$ cat src/rtl/mult8_sequencer.sv
// Sequential 8x8 unsigned multiplier built from four passes through a shared
// combinational 4x4 multiplier, with valid/ready handshakes on both sides.
module mult8_sequencer #(
    parameter int COUNT_W = 8
) (
    input  logic               clk,
    input  logic               rst,
    input  logic               in_valid,
    output logic               in_ready,
    input  logic [7:0]         op_a,
    input  logic [7:0]         op_b,
    output logic [3:0]         mul_x,
    output logic [3:0]         mul_y,
    input  logic [7:0]         mul_p,
    output logic               out_valid,
    input  logic               out_ready,
    output logic [15:0]        product,
    output logic               busy,
    output logic [COUNT_W-1:0] op_count
);

    typedef enum logic [1:0] {
        IDLE = 2'd0,
        CALC = 2'd1,
        DONE = 2'd2
    } state_t;

    state_t       state;
    logic [7:0]   a_reg;
    logic [7:0]   b_reg;
    logic [15:0]  acc;
    logic [1:0]   step;
    logic [15:0]  partial;

    // Nibble selection and partial-product alignment for the current step.
    // Driven only from registered state, so no input reaches an output combinationally.
    always_comb begin
        mul_x   = 4'h0;
        mul_y   = 4'h0;
        partial = 16'h0000;
        if (state == CALC) begin
            case (step)
                2'd0: begin
                    mul_x   = a_reg[3:0];
                    mul_y   = b_reg[3:0];
                    partial = {8'h00, mul_p};
                end
                2'd1: begin
                    mul_x   = a_reg[3:0];
                    mul_y   = b_reg[7:4];
                    partial = {4'h0, mul_p, 4'h0};
                end
                2'd2: begin
                    mul_x   = a_reg[7:4];
                    mul_y   = b_reg[3:0];
                    partial = {4'h0, mul_p, 4'h0};
                end
                default: begin
                    mul_x   = a_reg[7:4];
                    mul_y   = b_reg[7:4];
                    partial = {mul_p, 8'h00};
                end
            endcase
        end
    end

    always_ff @(posedge clk or posedge rst) begin
        if (rst) begin
            state    <= IDLE;
            a_reg    <= 8'h00;
            b_reg    <= 8'h00;
            acc      <= 16'h0000;
            step     <= 2'd0;
            op_count <= '0;
        end else begin
            case (state)
                IDLE: begin
                    if (in_valid) begin
                        a_reg <= op_a;
                        b_reg <= op_b;
                        acc   <= 16'h0000;
                        step  <= 2'd0;
                        state <= CALC;
                    end
                end
                CALC: begin
                    // Max result 0xFE01 fits in 16 bits, so the carry-out is dropped.
                    acc  <= acc + partial;
                    step <= step + 2'd1;
                    if (step == 2'd3) begin
                        state <= DONE;
                    end
                end
                DONE: begin
                    if (out_ready) begin
                        state    <= IDLE;
                        op_count <= op_count + COUNT_W'(1);
                    end
                end
                default: begin
                    state <= IDLE;
                end
            endcase
        end
    end

    assign in_ready  = (state == IDLE);
    assign out_valid = (state == DONE);
    assign busy      = (state != IDLE);
    // acc holds its value through IDLE, so the last product stays visible until the next accept.
    assign product   = acc;

endmodule

$ cat config.mk
export PLATFORM = sky130hd
export DESIGN_NAME = mult8_sequencer
export DESIGN_NICKNAME = d
export VERILOG_FILES = /design/src/rtl/mult8_sequencer.sv
export SDC_FILE = /design/constraint.sdc
export NUM_CORES = 1
export LEC_CHECK = 0
export CAP_MARGIN = 20
export CORE_ASPECT_RATIO = 0.9
export CORE_MARGIN = 2
export CORE_UTILIZATION = 52
export CTS_BUF_LIST = sky130_fd_sc_hd__clkbuf_2
export CTS_CLUSTER_SIZE = 12
export DETAILED_ROUTE_END_ITERATION = 10
export HOLD_SLACK_MARGIN = 0.02
export PLACE_DENSITY = 0.87
export SYNTH_ARGS = -nofsm -noshare
export SYNTH_HDL_FRONTEND = slang
export SYNTH_SLANG_ARGS = --single-unit
$ cat constraint.sdc
create_clock -name clk -period 3.6 [get_ports clk]
set_clock_uncertainty 0.05 [all_clocks]
set_input_delay 0.54 -clock clk [delete_from_list [all_inputs] [get_ports clk]]
set_output_delay 0.54 -clock clk [all_outputs]
set_load 0.05 [all_outputs]
==> Word-level counts from Yosys, hierarchy flattened <==
Cells that the tools add are included.
{ "classes": {"addsub": 3, "n_eq_ne": 8, "mux": 14, "n_reduce_logical": 11} }
{ "ops": {"columns": ["op", "count"], "rows": [
  ["case mux 16 bit (2 select lines)", 2],
  ["2-to-1 mux 16 bit", 2],
  ["adder 16 bit", 1],
  ["2-to-1 mux 4 bit", 4],
  ["adder 8 x 1 -> 8 bit, second input constant", 1],
  ["2-to-1 mux 2 bit", 4],
  ["equality test 2 bit, second input constant", 3],
  ["case mux 2 bit (3 select lines)", 1],
  ["AND reduction 2 bit", 3],
  ["OR reduction 2 bit", 3],
  ["equality test 2 x 1 -> 1 bit, second input constant", 2],
  ["zero test 2 bit", 2],
  ["!= test 2 x 1 -> 1 bit, second input constant", 2],
  ["case mux 2 bit (2 select lines)", 1],
  ["nonzero test 2 bit", 2],
  ["AND reduction 3 bit", 1],
  ["adder 2 x 1 -> 2 bit, second input constant", 1],
  ["!= test 2 bit, second input constant", 1]
]} }
{ "word_totals": {"reg_bits": 44, "input_bits": 28, "out_inout_bits": 35, "elab_cells": 42} }

==> Logic depth before layout (Yosys ltp) <==
Gate-level depths: netlist of the first run.
{ "depth": {"depth_word": 6, "depth_mapped": 15, "depth_no_buf": 13} }

==> Least setup slack after synthesis of the first run <==
Ideal clock, no wire load.
{ "synth_timing": {"path_kind": "register -> register", "start": "register step[0]", "end": "register acc[14], in the netlist product[14]", "setup_ps": 124, "arrival_ps": 2755, "t_required_ps": 3426, "setup_slack_ps": 671, "stages_incl_launch_ff": 14, "n_path_buf": 2, "synth_period_minus_slack_ps": 2929, "cell_sequence": "dfrtp_1 -> inv_1 -> ha_1 -> clkbuf_1 -> clkbuf_1 -> and3_1 -> ha_1 -> fa_1 -> a21oi_1 -> o21ai_1 -> a211oi_2 -> nor3_2 -> o21a_1 -> a211o_1"} }
{ "synth_between": {"elab_chain_len": 6, "elab_cells_between_ends": 8, "classes_between": "add/sub (1); eq/ne (2); mux (3); reduce/logical (2)"} }
{ "synth_lines": {"columns": ["element", "line_no", "source"], "rows": [
  ["from (decl)", "32", "logic [1:0] step;"],
  ["from (signal assigned)", "89", "step <= step + 2'd1;"],
  ["equality test 2 bit / equality test 2 x 1 -> 1 bit (equally long branches)", "42", "case (step)"],
  ["OR reduction 2 bit (no source line)", null, null],
  ["case mux 16 bit (2 select lines) *", "42", null],
  ["2-to-1 mux 16 bit *", "41", "if (state == CALC) begin"],
  ["adder 16 bit *", "88", "acc <= acc + partial;"],
  ["case mux 16 bit (2 select lines) *", "76", "case (state)"],
  ["to (signal assigned)", "88", null],
  ["to (decl)", "31", "logic [15:0] acc;"]
]} }
Every way passes the cells marked *; elsewhere a longest branch is shown, timed or not.
A chain may end at the register's enable or synchronous reset.

==> Worst setup path after layout of the first run <==
{ "layout_timing": {"start": "register step[0]", "end": "output mul_y[1]"} }
{ "layout_between": {"elab_chain_len": 4, "elab_cells_between_ends": 5, "classes_between": "eq/ne (1); mux (2); reduce/logical (2)"} }
{ "layout_lines": {"columns": ["element", "line_no", "source"], "rows": [
  ["equality test 2 bit / zero test 2 bit (equally long branches)", "42", null],
  ["OR reduction 2 bit (no source line) *", null, null],
  ["2-to-1 mux 4 bit *", "42", null],
  ["2-to-1 mux 4 bit *", "41", null],
  ["to (decl)", "13", "output logic [3:0] mul_y,"]
]} }
Marked as above.

==> qor.yml, run 1 <==
status:
  status: "complete, no violations"
synthesis:
  synth_most_common_cell: "nand2_1"
  ys_top_cells_by_count: "83 x nand2_1, 44 x dfrtp_1, 28 x o21ai_0, 26 x a21oi_1, 21 x ha_1"
  yosys_warnings: 0
  synth_nets: 395
  ys_ff_latch: 44
  synth_top_area_share_pct: 38.89
  syn_avg_cell_area_um2: 8.207
  syn_area_mm2: 0.002831
  synth_edf_count: 0
  synthTopCellsByArea: "dfrtp_1 39%, nand2_1 11%, ha_1 9.3%, o21ai_0 4.9%, a21oi_1 4.6%"
  synth_top_cell_by_area: "dfrtp_1"
  ys_seq_area_share_pct: 38.89
  syn_inst: 345
  synth_top_flop_cell: "dfrtp_1"
  async_flop_share_pct: 100.0
  synth.distinct_cells: 42
floorplanning:
  dieArea_mm2: 0.006052
  num_rows: 25
  die-width_um: 81.78
  ios: 63
  die_y_um: 74.01
  core_area_mm2: 0.005255
  initial_utilization_pct: 53.88
clock_tree:
  cts.clk_slew.worst_paths_ns: 0.26
  cts_resized: 0
  htree_levels: 2
  post-cts-setup-buffers: 0
  ctsHoldBuffers: 0
  clkSinkCount: 44
  cts-buffers-inserted: 5
  clk_latency_ns: 0.43
  cts_buffer_depth: 2
  cts_tree: "yes"
  root_buffer: "clkbuf_2"
cells_and_area:
  num-nets-final: 453
  nFillCells: 450
  final_layout_size_suffix_gt1_share_pct: 4.950
  n_antenna_cell: 0
  syn2layout_area_growth_pct: 26.51
  largest_reg_flops: 16
pwr:
  p_leak_uw: 0.001698
  ir_drop_mv: 0.7219
  p_total_uw: 3497
  powerDensity_mw_per_mm2: 976.3
timing:
  rsz0062_at_grt: "false"
  final-hold-violation-count: 0
  finalSetupViolations: 0
  tightestPinTransition_ns: 0.7485
  timing.final.crit_share_pct: 92.07
  slew_violations: 0
  timing.fmax_mhz: 301.7
  fin_setup_tns_ns: 0
  relSlewSlack_pct: 50.00
  min_period_ns: 3.314
route:
  via_per_inst: 5.628
  dr.pass1.iters: 6
  routed_wirelength_um: 7348
  drtIter0Drc: 176
  drcViolationCount: 0
  wire_per_inst_um: 15.60
  num_vias: 2651
  ant_nets: 0
setup_path:
  cp_max_fo: 18
  endpoint_kind: "output pin"
  regToRegSetupSlack_ns: 0.39
  slowest_stage: "clkdlybuf4s50_1"
  r2r-end: "product[14]"
  cp_cell_sequence: "inv_1 -> ha_1 -> nor2_1 -> nand2_1 -> a21oi_1 -> clkdlybuf4s50_1"
  cp_data_required_time_ns: 3.01
  cp_data_arrival_time_ns: 2.72
  crit_type: "register to output pin"
  rr_worst_depth: 11
  critPathMaxStageDelay_ns: 0.83
  rr_startpoint: "step[1]"
  cp-start-kind: "register"
place:
  place_congestion: 0.9332
  portBuffers: 62
  hpwl_um: 5288
global_route:
  gr-total-overflow: 0
  grt_pass1_vias: 2575
  grt_pass1_wl_um: 11960
  grt_use_total_pct: 25.77
  antenna_found_initial: 0
  grt_max_degree: 45
worst_hold_path:
  whs_path_depth: 1
  hold_end: "op_count[7]"
  worstHoldStart: "op_count[7]"
  hp-class: "register to register"
flow_run:
  cap_violations: 0
==> cell families (layout without fill, tap and decap cells) <==
| logic type | Yosys count | after routing | synth area share [%] |
|---|---|---|---|
| adders and majority gates | 22 | 22 | 9.987 |
| and+or+nand+nor | 149 | 149 | 23.38 |
| muxes | 3 | 3 | 1.105 |
| buffers and inverters | 27 | 86 | 3.668 |
| DFF | 44 | 44 | 38.89 |
| AOI/OAI and AO/OA | 84 | 84 | 18.03 |
| xor gates and xnor gates | 16 | 16 | 4.949 |
==> routing by layer <==
metal	vias up	track usage, %	part of all wire (%)	routed length, µm
met5	-	0	0	0
met4	0	7.037	0.93	68
met3	6	4.005	4.6	339
met2	88	43.99	48	3497
met1	1256	34.35	47	3443
li1	1301	-	-	-
==> power breakdown <==
part	leakage, µW	internal, µW	switching, µW
logic	0.00109	822	1550
clock network	0.0000406	117	173
registers	0.000563	689	149
total	0.00170	1630	1870
==> critical path: cells and delay by family (launching register included) <==
kind | cells | cell delay (ns)
AO/OA/AOI/OAI | 1 | 0.14
adder cells (fa/ha/maj) | 1 | 0.40
buffers and inverters | 2 | 0.92
flip-flops | 1 | 0.48
AND/OR/NAND/NOR | 2 | 0.37
==> placed cells by master, fill, tap and decap left out, drive strengths merged, types with 2 or more instances in the layout <==
| cell type | instances |
|---|---|
| mux2i | 2 |
| a31oi | 2 |
| clkinv | 3 |
| nand2 | 83 |
| nor2 | 19 |
| o21a | 3 |
| xnor2 | 11 |
| dfrtp | 44 |
| nor3b | 3 |
| a22oi | 4 |
| clkdlybuf4s50 | 62 |
| o31ai | 2 |
| clkbuf | 5 |
| and3 | 11 |
| buf | 6 |
| inv | 9 |
| nand3 | 19 |
| a211oi | 3 |
| nor3 | 8 |
| o21bai | 2 |
| ha | 21 |
| o21ai | 30 |
| nand2b | 3 |
| xor2 | 5 |
| a21oi | 27 |
| a21o | 5 |
==> per-stage QoR <==
stage	worst slack [ns]	area (µm²)	util (%)	std cells	hold slack, ns
finish	0.2856	3582	68.17	471	0.4462
global route	0.03852	3582	68.17	471	0.4666
CTS	0.2706	3582	68.17	471	0.4513
detailed placement	0.4431	3515	66.88	463	0.4067
global placement	0.5604	3515	66.88	463	0.4030
floorplan	0.6711	2831	-	345	0.3893
==> final cells by class <==
cell class / instances / area, µm² / share of cell area (%)
clock buffer: 5 / 25.02 / 0.6986
clock inverter: 3 / 42.54 / 1.188
inverter: 10 / 37.54 / 1.048
multi-input combinational: 274 / 1627 / 45.41
sequential: 44 / 1101 / 30.74
tap: 67 / 83.83 / 2.340
timing repair buffer: 68 / 665.6 / 18.58
==> worst max path at each step <==
stage,from,end,slack (ns),cells past startpoint
after floorplan,step[0],product[14],0.67,13
after global placement,step[0],product[14],0.56,11
after detailed placement,step[0],product[14],0.44,11
after CTS,step[0],mul_y[1],0.27,6
after global routing,step[0],mul_y[1],0.04,6
final,step[0],mul_y[1],0.29,6
(Power assumes the default switching activity.)
==> run 2: changes to the inputs <==
--- a/config.mk
+++ b/config.mk
@@ -7,7 +7,7 @@
 export LEC_CHECK = 0
 export CAP_MARGIN = 20
 export CORE_ASPECT_RATIO = 0.9
-export CORE_MARGIN = 2
+export CORE_MARGIN = 3
 export CORE_UTILIZATION = 52
 export CTS_BUF_LIST = sky130_fd_sc_hd__clkbuf_2
 export CTS_CLUSTER_SIZE = 12
@@ -17,3 +17,4 @@
 export SYNTH_ARGS = -nofsm -noshare
 export SYNTH_HDL_FRONTEND = slang
 export SYNTH_SLANG_ARGS = --single-unit
+export TNS_END_PERCENT = 10
==> qor.yml, run 2 (synthesized netlist as in run 1, its figures left out) <==
floorplanning:
  die-width_um: 83.78  # was 81.78 µm
  die_y_um: 76.01  # was 74.01 µm
  ios: 63  # unchanged
  initial_utilization_pct: 56.13  # was 53.88%
  core_area_mm2: 0.005045  # was 0.005255 mm²
  dieArea_mm2: 0.006368  # was 0.006052 mm²
  num_rows: 24  # was 25
timing:
  timing.final.crit_share_pct: 93.51  # was 92.07%
  final-hold-violation-count: 0  # unchanged
  relSlewSlack_pct: 47.18  # was 50.00%
  min_period_ns: 3.366  # was 3.314 ns
  slew_violations: 0  # unchanged
  timing.fmax_mhz: 297.1  # was 301.7 MHz
  finalSetupViolations: 0  # unchanged
  tightestPinTransition_ns: 0.7874  # was 0.7485 ns
global_route:
  antenna_found_initial: 0  # unchanged
  grt_pass1_vias: 2587  # was 2575
  grt_use_total_pct: 22.75  # was 25.77%
  grt_max_degree: 44  # was 45
  grt_pass1_wl_um: 11900  # was 11960 µm
  gr-total-overflow: 0  # unchanged
worst_hold_path:
  hp-class: "primary input to async pin"  # was register to register
setup_path:
  endpoint_kind: "output pin"  # unchanged
  cp_max_fo: 18  # unchanged
  cp_data_arrival_time_ns: 2.78  # was 2.72 ns
  crit_start: "step[0]"  # unchanged
  rr_worst_depth: 11  # unchanged
  rr_startpoint: "step[0]"  # was step[1]
  cp_num_cells: 6  # unchanged
  cp_data_required_time_ns: 3.01  # about the same
  cpLargestDelayFamily: "buffers and inverters"  # unchanged
  slowest_stage: "clkdlybuf4s50_1"  # unchanged
  cp_num_buf_inv: 2  # unchanged
  regToRegSetupSlack_ns: 0.41  # was 0.39 ns
  critPathMaxStageDelay_ns: 0.82  # was 0.83 ns
  crit_end: "mul_y[0]"  # was mul_y[1]
  r2r-end: "product[14]"  # unchanged
  cp_cell_sequence: "inv_1 -> ha_1 -> nor2_1 -> nand2_1 -> a21oi_1 -> clkdlybuf4s50_1"  # unchanged
  crit_type: "register to output pin"  # unchanged
  cp-start-kind: "register"  # unchanged
status:
  status: "complete, no violations"  # unchanged
route:
  drcViolationCount: 0  # unchanged
  drtIter0Drc: 227  # was 176
  dr.pass1.iters: 5  # was 6
  num_vias: 2740  # was 2651
  via_per_inst: 5.867  # was 5.628
  ant_nets: 0  # unchanged
  wire_per_inst_um: 15.53  # was 15.60 µm
  routed_wirelength_um: 7252  # was 7348 µm
cells_and_area:
  multi_input_comb_area_mm2: 0.001627  # unchanged
  syn2layout_area_growth_pct: 26.87  # was 26.51%
  utilization_pct: 71.21  # was 68.17%
  num-nets-final: 451  # was 453
  layout_commonest_cell: "nand2_1"  # unchanged
  mostFrequentLayoutCells: "83 x nand2_1, 56 x clkdlybuf4s50_1, 44 x dfrtp_1"  # was 83 x nand2_1, 62 x clkdlybuf4s50_1, 44 x dfrtp_1
  register_area_mm2: 0.001101  # unchanged
  final_layout_size_suffix_gt1_share_pct: 4.478  # was 4.950%
  n_antenna_cell: 0  # unchanged
  nFillCells: 399  # was 450
  largest_reg_flops: 16  # unchanged
clock_tree:
  clk_latency_ns: 0.42  # was 0.43 ns
  cts_tree: "yes"  # unchanged
  cts_buffer_depth: 2  # unchanged
  clkSinkCount: 44  # unchanged
  ctsHoldBuffers: 0  # unchanged
  cts.clk_slew.worst_paths_ns: 0.23  # was 0.26 ns
  root_buffer: "clkbuf_2"  # unchanged
  cts-buffers-inserted: 5  # unchanged
  htree_levels: 2  # unchanged
pwr:
  ir_drop_mv: 0.7181  # was 0.7219 mV
  p_leak_uw: 0.001787  # was 0.001698 µW
  powerDensity_mw_per_mm2: 973.6  # was 976.3 mW/mm²
  p_total_uw: 3497  # about the same
place:
  place_congestion: 0.9288  # was 0.9332
  hpwl_um: 5308  # was 5288 µm
  portBuffers: 62  # unchanged
flow_run:
  cap_violations: 0  # unchanged
## run 2: area by class of cell
class,count,share of cell area [%]
tap,65,2.264
clock inverter,3,1.184
sequential,44,30.65
clock buffer,5,0.6966
multi-input combinational,274,45.28
timing repair buffer,66,18.88
inverter,10,1.045
## run 2: timing repair
item | in CTS | in global routing
endpoints found under the setup margin | 0 | 6
hold endpoints to repair | 0 | 0
resized for setup | 0 | 6
setup buffers | 0 | 0
## run 2: worst register-to-register path, stage by stage (launching register included)
cell      delay, ns
dfrtp_1        0.50
inv_1          0.11
ha_1           0.52
a22oi_1        0.18
nor3_1         0.19
ha_1           0.32
a21oi_1        0.27
o21ai_1        0.16
a211oi_2       0.28
nor3_2         0.10
o21a_1         0.19
a211o_1        0.25
## run 2: worst min path at each step
| stage | cells after the start | start | to |
|---|---|---|---|
| 2_1_floorplan | 2 | a_reg[0] | a_reg[0] |
| 3_3_place_gp | 2 | b_reg[3] | b_reg[3] |
| 3_5_place_dp | 2 | a_reg[0] | a_reg[0] |
| 4_1_cts | 2 | rst | op_count[2] |
| 5_1_grt | 2 | rst | b_reg[0] |
| 6_report | 2 | rst | op_count[2] |
## run 2: through the flow
step | setup TNS, ns | setup slack [ns] | hold WS, ns | cells | cell area, µm²
CTS | 0 | 0.1904 | 0.3864 | 467 | 3577
global placement | 0 | 0.5919 | 0.4017 | 459 | 3510
detailed placement | 0 | 0.5166 | 0.4063 | 459 | 3510
global route | -0.008307 | -0.008307 | 0.3847 | 467 | 3592
floorplan | 0 | 0.6711 | 0.3893 | 345 | 2831
finish | 0 | 0.2337 | 0.3943 | 467 | 3592
## run 2: power by group
part / switching (µW) / internal, µW
logic: 1550 / 823
clock network: 170 / 117
registers: 146 / 689
## run 2: metal layers
| metal | GRT usage [%] | vias to the layer above | share of wire, % |
|---|---|---|---|
| met1 | 31.09 | 1293 | 44 |
| met3 | 5.081 | 11 | 9.0 |
| met5 | 0 | - | 0 |
| met2 | 36.72 | 140 | 46 |
| li1 | - | 1296 | - |
| met4 | 5.788 | 0 | 1.0 |
